$ cat config.mk
export PLATFORM = sky130hd
export DESIGN_NAME = dvp_frame_tx
export DESIGN_NICKNAME = d
export VERILOG_FILES = /design/src/rtl/dvp_pkg.sv /design/src/rtl/dvp_pattern_gen.sv /design/src/rtl/dvp_frame_tx.sv
export SDC_FILE = /design/constraint.sdc
export NUM_CORES = 1
export LEC_CHECK = 0
export ABC_AREA = 1
export CORE_MARGIN = 2
export CORE_UTILIZATION = 55
export CTS_CLUSTER_SIZE = 24
export DETAILED_ROUTE_END_ITERATION = 8
export MAX_ROUTING_LAYER = met4
export PLACE_DENSITY = 0.77
export SETUP_SLACK_MARGIN = 0.02
export SYNTH_ARGS = -nofsm -noshare
export SYNTH_HDL_FRONTEND = slang
export SYNTH_HIERARCHICAL = 1
export SYNTH_SLANG_ARGS = --single-unit
$ cat constraint.sdc
create_clock -name clk -period 5.5 [get_ports clk]
set_clock_uncertainty 0.2 [all_clocks]
set_input_delay 0.825 -clock clk [delete_from_list [all_inputs] [get_ports clk]]
set_output_delay 0.825 -clock clk [all_outputs]
set_load 0.02 [all_outputs]
$ cat src/rtl/dvp_pkg.sv
// Shared definitions for the DVP frame transmitter: FSM state codes, pattern modes,
// the 75% BT.601 colour-bar table and the black pixel used when an external pixel is missing.
package dvp_pkg;

  typedef logic [2:0] state_t;

  localparam state_t ST_IDLE   = 3'd0;
  localparam state_t ST_VSYNC  = 3'd1;
  localparam state_t ST_VBP    = 3'd2;
  localparam state_t ST_ACTIVE = 3'd3;
  localparam state_t ST_VFP    = 3'd4;

  localparam logic [1:0] MODE_RAMP     = 2'd0;
  localparam logic [1:0] MODE_BARS     = 2'd1;
  localparam logic [1:0] MODE_EXT      = 2'd2;
  localparam logic [1:0] MODE_RAMP_ALT = 2'd3;

  localparam logic [7:0] BLACK_Y = 8'h10;
  localparam logic [7:0] BLACK_C = 8'h80;

  typedef struct packed {
    logic [7:0] y;
    logic [7:0] u;
    logic [7:0] v;
  } yuv_t;

  // Bars run white, yellow, cyan, green, magenta, red, blue, black.
  function automatic yuv_t bar_yuv(input logic [2:0] idx);
    case (idx)
      3'd0:    return '{y: 8'hB4, u: 8'h80, v: 8'h80};
      3'd1:    return '{y: 8'hA2, u: 8'h2C, v: 8'h8E};
      3'd2:    return '{y: 8'h83, u: 8'h9C, v: 8'h2C};
      3'd3:    return '{y: 8'h70, u: 8'h48, v: 8'h3A};
      3'd4:    return '{y: 8'h54, u: 8'hB8, v: 8'hC6};
      3'd5:    return '{y: 8'h41, u: 8'h64, v: 8'hD4};
      3'd6:    return '{y: 8'h23, u: 8'hD4, v: 8'h72};
      default: return '{y: BLACK_Y, u: BLACK_C, v: BLACK_C};
    endcase
  endfunction

endpackage

$ cat src/rtl/dvp_pattern_gen.sv
// Combinational byte source: picks the next DVP byte for a given position in the active
// region from the ramp, the colour bars or the external pixel stream.
module dvp_pattern_gen
  import dvp_pkg::*;
#(
  parameter int H_ACTIVE = 640,
  parameter int HW       = 11,
  parameter int VW       = 9
) (
  input  logic          i_active,
  input  logic [HW-1:0] i_byte_idx,
  input  logic [VW-1:0] i_line_idx,
  input  logic [1:0]    i_mode,
  input  logic [15:0]   i_pix_data,
  input  logic          i_pix_valid,
  input  logic [7:0]    i_ext_c,
  output logic [7:0]    o_byte,
  output logic [7:0]    o_ext_c,
  output logic          o_pix_ready,
  output logic          o_miss
);

  localparam int BAR_W = H_ACTIVE / 8;

  logic [HW-1:0] w_pix_idx;
  logic [HW-1:0] w_bar_full;
  logic [2:0]    w_bar;
  logic [7:0]    w_ramp;
  yuv_t          w_yuv;

  assign w_pix_idx  = {1'b0, i_byte_idx[HW-1:1]};
  assign w_bar_full = w_pix_idx / HW'(BAR_W);
  assign w_bar      = (w_bar_full > HW'(7)) ? 3'd7 : w_bar_full[2:0];
  assign w_yuv      = bar_yuv(w_bar);
  assign w_ramp     = 8'(i_line_idx) + 8'(i_byte_idx);

  // An external pixel is fetched on the launch of its first (Y) byte; C is held for the second.
  assign o_pix_ready = i_active && (i_mode == MODE_EXT) && !i_byte_idx[0];
  assign o_miss      = o_pix_ready && !i_pix_valid;
  assign o_ext_c     = i_pix_valid ? i_pix_data[7:0] : BLACK_C;

  // NOTE: every output of a combinational block gets a default first, so no path infers a latch.
  always_comb begin
    o_byte = w_ramp;
    case (i_mode)
      MODE_BARS: begin
        case (i_byte_idx[1:0])
          2'd1:    o_byte = w_yuv.u;
          2'd3:    o_byte = w_yuv.v;
          default: o_byte = w_yuv.y;
        endcase
      end
      MODE_EXT: begin
        if (i_byte_idx[0]) o_byte = i_ext_c;
        else               o_byte = i_pix_valid ? i_pix_data[15:8] : BLACK_Y;
      end
      MODE_RAMP, MODE_RAMP_ALT: o_byte = w_ramp;
      default:                  o_byte = w_ramp;
    endcase
  end

endmodule

$ cat src/rtl/dvp_frame_tx.sv
// OV7670-style DVP transmitter: clk/2 pixel clock, frame timing FSM and registered
// vsync/href/data launched on the falling edge of pclk_out.
module dvp_frame_tx
  import dvp_pkg::*;
#(
  parameter int H_ACTIVE = 640,
  parameter int H_BLANK  = 144,
  parameter int V_SYNC   = 3,
  parameter int V_BP     = 17,
  parameter int V_ACTIVE = 480,
  parameter int V_FP     = 10
) (
  input  logic        clk,
  input  logic        reset_n,
  input  logic        enable,
  input  logic [1:0]  mode,
  input  logic [15:0] pix_data,
  input  logic        pix_valid,
  output logic        pix_ready,
  output logic        pclk_out,
  output logic        vsync,
  output logic        href,
  output logic [7:0]  dout,
  output logic        frame_done,
  output logic        underrun
);

  localparam int LINE    = 2 * H_ACTIVE + H_BLANK;
  localparam int HW      = $clog2(LINE);
  localparam int V_MAX_A = (V_SYNC > V_BP) ? V_SYNC : V_BP;
  localparam int V_MAX_B = (V_ACTIVE > V_FP) ? V_ACTIVE : V_FP;
  localparam int V_MAX   = (V_MAX_A > V_MAX_B) ? V_MAX_A : V_MAX_B;
  localparam int VW      = $clog2(V_MAX + 1);

  state_t        r_state;
  logic [HW-1:0] r_hcnt;
  logic [VW-1:0] r_vcnt;
  logic [1:0]    r_mode;
  logic          r_pclk;
  logic          r_vsync;
  logic          r_href;
  logic [7:0]    r_dout;
  logic [7:0]    r_ext_c;
  logic          r_frame_done;
  logic          r_underrun;

  state_t        w_state_n;
  logic [HW-1:0] w_hcnt_n;
  logic [VW-1:0] w_vcnt_n;
  logic [VW-1:0] w_last_v;
  logic          w_launch;
  logic          w_line_end;
  logic          w_start;
  logic          w_done;
  logic          w_href_n;
  logic [7:0]    w_byte;
  logic [7:0]    w_ext_c;
  logic          w_pix_ready;
  logic          w_miss;

  // The launch edge is the clk on which pclk_out falls; all frame state moves only there.
  assign w_launch   = r_pclk;
  assign w_line_end = (r_hcnt == HW'(LINE - 1));

  always_comb begin
    case (r_state)
      ST_VSYNC:  w_last_v = VW'(V_SYNC - 1);
      ST_VBP:    w_last_v = VW'(V_BP - 1);
      ST_ACTIVE: w_last_v = VW'(V_ACTIVE - 1);
      default:   w_last_v = VW'(V_FP - 1);
    endcase
  end

  // Next position in the frame; outputs are launched for this position, not the current one.
  always_comb begin
    w_state_n = r_state;
    w_hcnt_n  = r_hcnt;
    w_vcnt_n  = r_vcnt;
    w_start   = 1'b0;
    w_done    = 1'b0;
    if (r_state == ST_IDLE) begin
      if (enable) begin
        w_state_n = ST_VSYNC;
        w_start   = 1'b1;
      end
    end else begin
      w_hcnt_n = w_line_end ? '0 : r_hcnt + HW'(1);
      if (w_line_end) begin
        if (r_vcnt == w_last_v) begin
          w_vcnt_n = '0;
          case (r_state)
            ST_VSYNC:  w_state_n = ST_VBP;
            ST_VBP:    w_state_n = ST_ACTIVE;
            ST_ACTIVE: w_state_n = ST_VFP;
            default: begin
              w_done    = 1'b1;
              w_state_n = enable ? ST_VSYNC : ST_IDLE;
              w_start   = enable;
            end
          endcase
        end else begin
          w_vcnt_n = r_vcnt + VW'(1);
        end
      end
    end
  end

  assign w_href_n = (w_state_n == ST_ACTIVE) && (w_hcnt_n < HW'(2 * H_ACTIVE));

  dvp_pattern_gen #(
    .H_ACTIVE (H_ACTIVE),
    .HW       (HW),
    .VW       (VW)
  ) u_pattern (
    .i_active    (w_launch && w_href_n),
    .i_byte_idx  (w_hcnt_n),
    .i_line_idx  (w_vcnt_n),
    .i_mode      (r_mode),
    .i_pix_data  (pix_data),
    .i_pix_valid (pix_valid),
    .i_ext_c     (r_ext_c),
    .o_byte      (w_byte),
    .o_ext_c     (w_ext_c),
    .o_pix_ready (w_pix_ready),
    .o_miss      (w_miss)
  );

  // NOTE: sequential state uses non-blocking assignments so every register samples pre-edge values.
  always_ff @(posedge clk or negedge reset_n) begin
    if (!reset_n) begin
      r_pclk       <= 1'b0;
      r_state      <= ST_IDLE;
      r_hcnt       <= '0;
      r_vcnt       <= '0;
      r_mode       <= MODE_RAMP;
      r_vsync      <= 1'b0;
      r_href       <= 1'b0;
      r_dout       <= 8'h00;
      r_ext_c      <= BLACK_C;
      r_frame_done <= 1'b0;
      r_underrun   <= 1'b0;
    end else begin
      r_pclk       <= ~r_pclk;
      r_frame_done <= 1'b0;
      if (w_launch) begin
        r_state      <= w_state_n;
        r_hcnt       <= w_hcnt_n;
        r_vcnt       <= w_vcnt_n;
        r_vsync      <= (w_state_n == ST_VSYNC);
        r_href       <= w_href_n;
        r_dout       <= w_href_n ? w_byte : 8'h00;
        r_frame_done <= w_done;
        if (w_start)     r_mode  <= mode;
        if (w_pix_ready) r_ext_c <= w_ext_c;
        if (w_start)     r_underrun <= 1'b0;
        else if (w_miss) r_underrun <= 1'b1;
      end
    end
  end

  assign pix_ready  = w_pix_ready;
  assign pclk_out   = r_pclk;
  assign vsync      = r_vsync;
  assign href       = r_href;
  assign dout       = r_dout;
  assign frame_done = r_frame_done;
  assign underrun   = r_underrun;

endmodule
Word-level counts from Yosys, hierarchy flattened
Cells that the tools add are included.
- input bits: 22
- output and inout port bits: 14
- flip-flop bits (word level): 46
- word-level logic and storage cells: 87
- multiplexer cells: 32
- bitwise gates (word level): 2
- equal/unequal tests: 18
- reductions and logical operators: 17
- order comparisons: 2
- divide/modulo/power cells: 1
- add/subtract/negate cells: 3
- operators by type and width (operator ; number):
    case mux 24 bit (7 select lines) ; 1
    two-way mux 8 bit ; 6
    case mux 9 bit (3 select lines) ; 1
    case mux 8 bit (3 select lines) ; 1
    two-way mux 11 bit ; 2
    case mux 8 bit (2 select lines) ; 1
    == test 3 x 2 -> 1 bit, second input constant ; 5
    two-way mux 3 bit ; 5
    two-way mux 1 bit ; 13
    adder 11 x 1 -> 11 bit, second input constant ; 1
    divider 10 x 7 -> 11 bit, second input constant ; 1
    == test 11 bit, second input constant ; 1
    greater-than comparator 11 x 3 -> 1 bit, second input constant ; 1
    < comparator 11 bit, second input constant ; 1
    adder 9 x 1 -> 9 bit, second input constant ; 1
    == test 3 x 1 -> 1 bit, second input constant ; 3
    == test 3 bit, second input constant ; 3
    == test 9 bit ; 1
    two-way mux 9 bit ; 1
    case mux 3 bit (3 select lines) ; 1
    adder 8 bit ; 1
    == test 2 bit, second input constant ; 3
    logical NOT 3 bit ; 2
    AND reduction 2 bit ; 3
    other kinds (9) ; 16

Depth between registers and ports, before layout
- depth in word-level cells: 14
- depth in mapped cells: 30
- depth with buffers taken out: 30

Cells and area by module
The synthesis kept the hierarchy.
- by module, submodules not included (module ; cells each ; area each (µm²) ; sequential area each (µm²) ; times used):
    dvp_frame_tx ; 336 ; 2570.0 ; 1152.4 ; 1
    dvp_pattern_gen ; 242 ; 1265.0 ; 0.0 ; 1

Worst setup path after synthesis
Ideal clock, no wire load.
- path type: reg2reg
- start: register r_hcnt[0]
- end: register r_dout[3] (netlist: dout[3])
- setup slack: 1787 ps
- required time: 5183 ps
- stages on the path, launching flop included: 28
- path buffers: 0
- clock period less this slack: 3713 ps
- data arrival time: 3396 ps
- setup time: 117 ps
- cells stage by stage: dfrtp_1 ha_1 nand2_1 nor2_1 nand2_1 nand2_1 nor2_1 inv_2 nand3_2 nand2_1 o211ai_1 nand2_1 inv_1 nand2_1 nand3_2 nand2_1 nor2_2 inv_1 ha_1 inv_1 nor2_1 nor2_1 a21boi_0 nand2_1 a21oi_1 o21ai_1 nand3_1 nand2_1
- cells in the longest elaborated chain, start to end: 11
- elaborated cells between the ends (all ways): 29
- classes of those cells: add/sub (2); div (1); order compare (2); eq/ne (10); mux (12); reduce/logical (2)
- RTL lines (item ; RTL line ; source):
    start: declaration ; dvp_frame_tx.sv:36 ; logic [HW-1:0] r_hcnt;
    start signal: assignment ; dvp_frame_tx.sv:147 ; r_hcnt <= w_hcnt_n;
    adder 11 x 1 -> 11 bit or == test 11 bit (tied branches) ; dvp_frame_tx.sv:87, dvp_frame_tx.sv:63 ;
    two-way mux 11 bit (*) ; dvp_frame_tx.sv:87 ; w_hcnt_n = w_line_end ? '0 : r_hcnt + HW'(1);
    two-way mux 11 bit (*) ; dvp_frame_tx.sv:81 ; if (r_state == ST_IDLE) begin
    via w_hcnt_n[8] ; dvp_frame_tx.sv:48 ; logic [HW-1:0] w_hcnt_n;
    divider 10 x 7 -> 11 bit (*) ; dvp_pattern_gen.sv:32 ; assign w_bar_full = w_pix_idx / HW'(BAR_W);
    greater-than comparator 11 x 3 -> 1 bit ; dvp_pattern_gen.sv:33 ; assign w_bar = (w_bar_full > HW'(7)) ? 3'd7 : w_bar_full[2:0];
    two-way mux 3 bit (*) ; dvp_pattern_gen.sv:33 ;
    == test 3 bit, or another cell as far along ; dvp_pkg.sv:29 ; case (idx)
    case mux 24 bit (7 select lines) (*) ; dvp_pkg.sv:29 ;
    case mux 8 bit (2 select lines) (*) ; dvp_pattern_gen.sv:47 ; case (i_byte_idx[1:0])
    case mux 8 bit (3 select lines) (*) ; dvp_pattern_gen.sv:45 ; case (i_mode)
    via w_byte[3] ; dvp_frame_tx.sv:56 ; logic [7:0] w_byte;
    two-way mux 8 bit (*) ; dvp_frame_tx.sv:151 ; r_dout <= w_href_n ? w_byte : 8'h00;
    end signal: assignment ; dvp_frame_tx.sv:151 ;
    end: declaration ; dvp_frame_tx.sv:42 ; logic [7:0] r_dout;
The timed path passes the listed nets; every way through them passes the cells marked *.
A chain may end at the register's enable or synchronous reset.

Worst setup path in the final report
- start: register r_state[0]
- end: register r_dout[3] (netlist: dout[3])
- cells in the longest elaborated chain, start to end: 10
- elaborated cells between the ends (all ways): 36
- classes of those cells: add/sub (1); div (1); order compare (2); eq/ne (13); mux (16); reduce/logical (3)
- RTL lines (item ; RTL line ; source):
    start: declaration ; dvp_frame_tx.sv:35 ; state_t r_state;
    start signal: assignment ; dvp_frame_tx.sv:146 ; r_state <= w_state_n;
    logical NOT 3 bit (*) ; dvp_frame_tx.sv:81 ;
    two-way mux 11 bit (*) ; dvp_frame_tx.sv:81 ;
    via w_hcnt_n[7] ; dvp_frame_tx.sv:48 ;
    divider 10 x 7 -> 11 bit (*) ; dvp_pattern_gen.sv:32 ;
    greater-than comparator 11 x 3 -> 1 bit ; dvp_pattern_gen.sv:33 ;
    two-way mux 3 bit (*) ; dvp_pattern_gen.sv:33 ;
    == test 3 bit, or another cell as far along ; dvp_pkg.sv:29 ;
    case mux 24 bit (7 select lines) (*) ; dvp_pkg.sv:29 ;
    case mux 8 bit (2 select lines) (*) ; dvp_pattern_gen.sv:47 ;
    case mux 8 bit (3 select lines) (*) ; dvp_pattern_gen.sv:45 ;
    via w_byte[3] ; dvp_frame_tx.sv:56 ;
    two-way mux 8 bit (*) ; dvp_frame_tx.sv:151 ;
Marked as above.

==> impl_results.md <==
- Status: completed
- CTS resizes: 0
- TritonCTS Buffers: 5
- Initial DRC Count: ~260
- Mean Syn Cell Area: around 6.6 sq um
- Clk slew on worst S/H paths: ~100 ps
- Sink Count: 46
- Horiz. Die Dim: ~87 um
- Critical Path AT: 4430 ps
- Layout fillers: around 640
- Final setup viols: 0
- Pwr Density: 137 mW/mm^2
- Avg WL per Cell: 13.9 um
- Reg area: about 0.0012 sq mm
- R2R depth: 24
- Initial antenna violation count: 0
- P_leak: approximately 2.3 nW
- Pre-antenna DRT Iters: 5
- Vias in the first global route: about 3600
- Fin crit share: 0.804
- CP max stage cell: a21oi_1
- Crit path from: r_state[0]
- H-tree depth: 2
- Largest net degree at the start of global routing: between 40 and 50
- CORE AREA: ~0.0068 sq mm
- Die area: between 0.007 and 0.008 sq mm
- Critical Path Fanout Max: 17
- # Post-CTS Setup Buffers: 0
- DRT antenna net count: 0
- Detailed placement HPWL: 7.41 mm
- CP Cell Sequence: inv_2 > nand3_2 > nand2_1 > inv_1 > a21oi_1 > inv_1 > nand3_2 > nand2_4 > nand2_2 > nand2_1 > nand3_2 > nand2_1 > nor2_2 > inv_1 > ha_1 > inv_1 > nor2_1 > nor2_1 > a21boi_0 > nand2_1 > a21oi_1 > o21ai_1 > nand3_1 > nand2_1
- ANT cells: 0
- Max-slew headroom: 0.323
- Worst hold start: dout[7]
- Max Cap Viol: 0
- Fin nets: approximately 650
- Total Routing Usage GR: 0.274
- Internal reg-to-reg setup slack: approximately 1100 ps
- Crit Reg-Reg Endpoint: dout[3]
- Critical Path End Type: flip-flop
- Period minus WS final: approximately 4400 ps
- Multi-input gate area: ~0.0023 sq mm
- Final worst slack: roughly 1100 ps
- Final Hold Viols: 0
- Hold_buf cts: 0
- Hold_ws: between 200 and 300 ps
- Worst path required time: roughly 5500 ps
- Cell repeated most along the worst path: nand2_1
- Worst-Margin Slew: a little over 1000 ps
- Clock Path Buffers: 2
- First-pass GRT wire length: 16.4 mm
- RD Place Congestion: around 0.95
- Syn Inst Count: between 500 and 600
- RSZ-0062 raised after global routing: no
- TritonCTS clock tree: done
- DRC Markers: 0
- CTS root buf: clkbuf_8
- Layout cells sized above 1: 0.0969
- Fmax: about 230 MHz
- Peak per-stage delay on the critical path: 490 ps
- Worst-Skew Late Latency: approximately 310 ps
- Fin. max-slew vios: 0
- Synth Warn #: 6
- Remaining global-route overflow: 0
- Vias after detailed routing: approximately 3800
- Mapped Nets: between 600 and 700
- Setup_tns: 0 ps
- P&R area growth vs syn: 12.8%
- Die height: 87.5 um
- Hold path depth: 2
- WHS Endpoint: dout[7]
- Vias per cell: 5.54
- Port bufs: 35
- Critical path type: flip-flop to flip-flop
- Worst vdd ir: 0.0000886 V
- Pre-CTS worst setup slack: 1220 ps
- Initial Utilization: 0.567
- Worst hold path class: flip-flop to flip-flop
- # rows: 30
- Netlist Area Pre-Place: roughly 0.0038 sq mm
- Crit start category: flip-flop
- FF-to-FF Start: r_state[0]
- IO Pins: 36
- Routed WL: about 9.6 mm
critical path, delay by kind of cell (launching register included):
| family | cells | cell delay (ps) |
|---|---|---|
| and+or+nand+nor | 14 | 1800 |
| AOI/OAI and AO/OA | 4 | 960 |
| buffers and inverters | 5 | 650 |
| DFF | 1 | 460 |
| adders and majority gates | 1 | 270 |
through the flow:
step                power (mW)  std cells  instance area [sq um]   util
global route             0.615        689                   4320  0.640
finish                   0.592        689                   4320  0.640
global placement         0.370        681                   4230  0.626
CTS                      0.596        689                   4320  0.640
detailed placement       0.370        681                   4230  0.626
floorplan                0.348        577                   3830      -
power by group:
part / internal [mW] / leakage, nW / switching [mW]
sequential: 0.338 / 0.614 / 0
combinational: 0.0136 / 1.61 / 0.0111
clock: 0.0946 / 0.0495 / 0.134
total: 0.446 / 2.27 / 0.145
registers in the layout, indices dropped and copies added (netlist names):
signal and cells:
dout 8, frame_done 1, href 1, pclk_out 1
r_ext_c 8, r_hcnt 11, r_mode 2, r_state 3
r_vcnt 9, underrun 1, vsync 1
final cells by class:
type | instances | area share
multi-input combinational | 428 | 0.527
sequential | 46 | 0.267
timing repair buffer | 37 | 0.0834
clock inverter | 3 | 0.00608
inverter | 90 | 0.0781
clock buffer | 5 | 0.0159
tap | 80 | 0.0232
per-layer routing:
layer  track usage  share of wire  vias up
li1              -              -     1916
met1         0.364           0.47     1757
met2         0.446           0.47      133
met3        0.0389          0.052       12
met4        0.0601          0.014        0
met5             -              0        -
layout by cell type (no fill, tap or decap), drive strengths merged, types with 4 or more instances in the layout:
cell type	count
o21ai	49
nand3b	4
inv	93
nand4	11
nand3	58
mux2	8
nand2	181
clkdlybuf4s50	34
ha	14
nor3	12
xor2	8
clkbuf	5
dfrtp	45
a21oi	24
nor2	43
how the worst max path moves through the flow:
| stage | end | slack (ps) |
|---|---|---|
| 5_1_grt | dout[3] | 710 |
| 2_1_floorplan | dout[3] | 1790 |
| 4_1_cts | pix_ready | 1150 |
| 6_report | dout[3] | 1080 |
| 3_3_place_gp | pix_ready | 1360 |
| 3_5_place_dp | dout[3] | 1220 |
(Power assumes the default switching activity.)
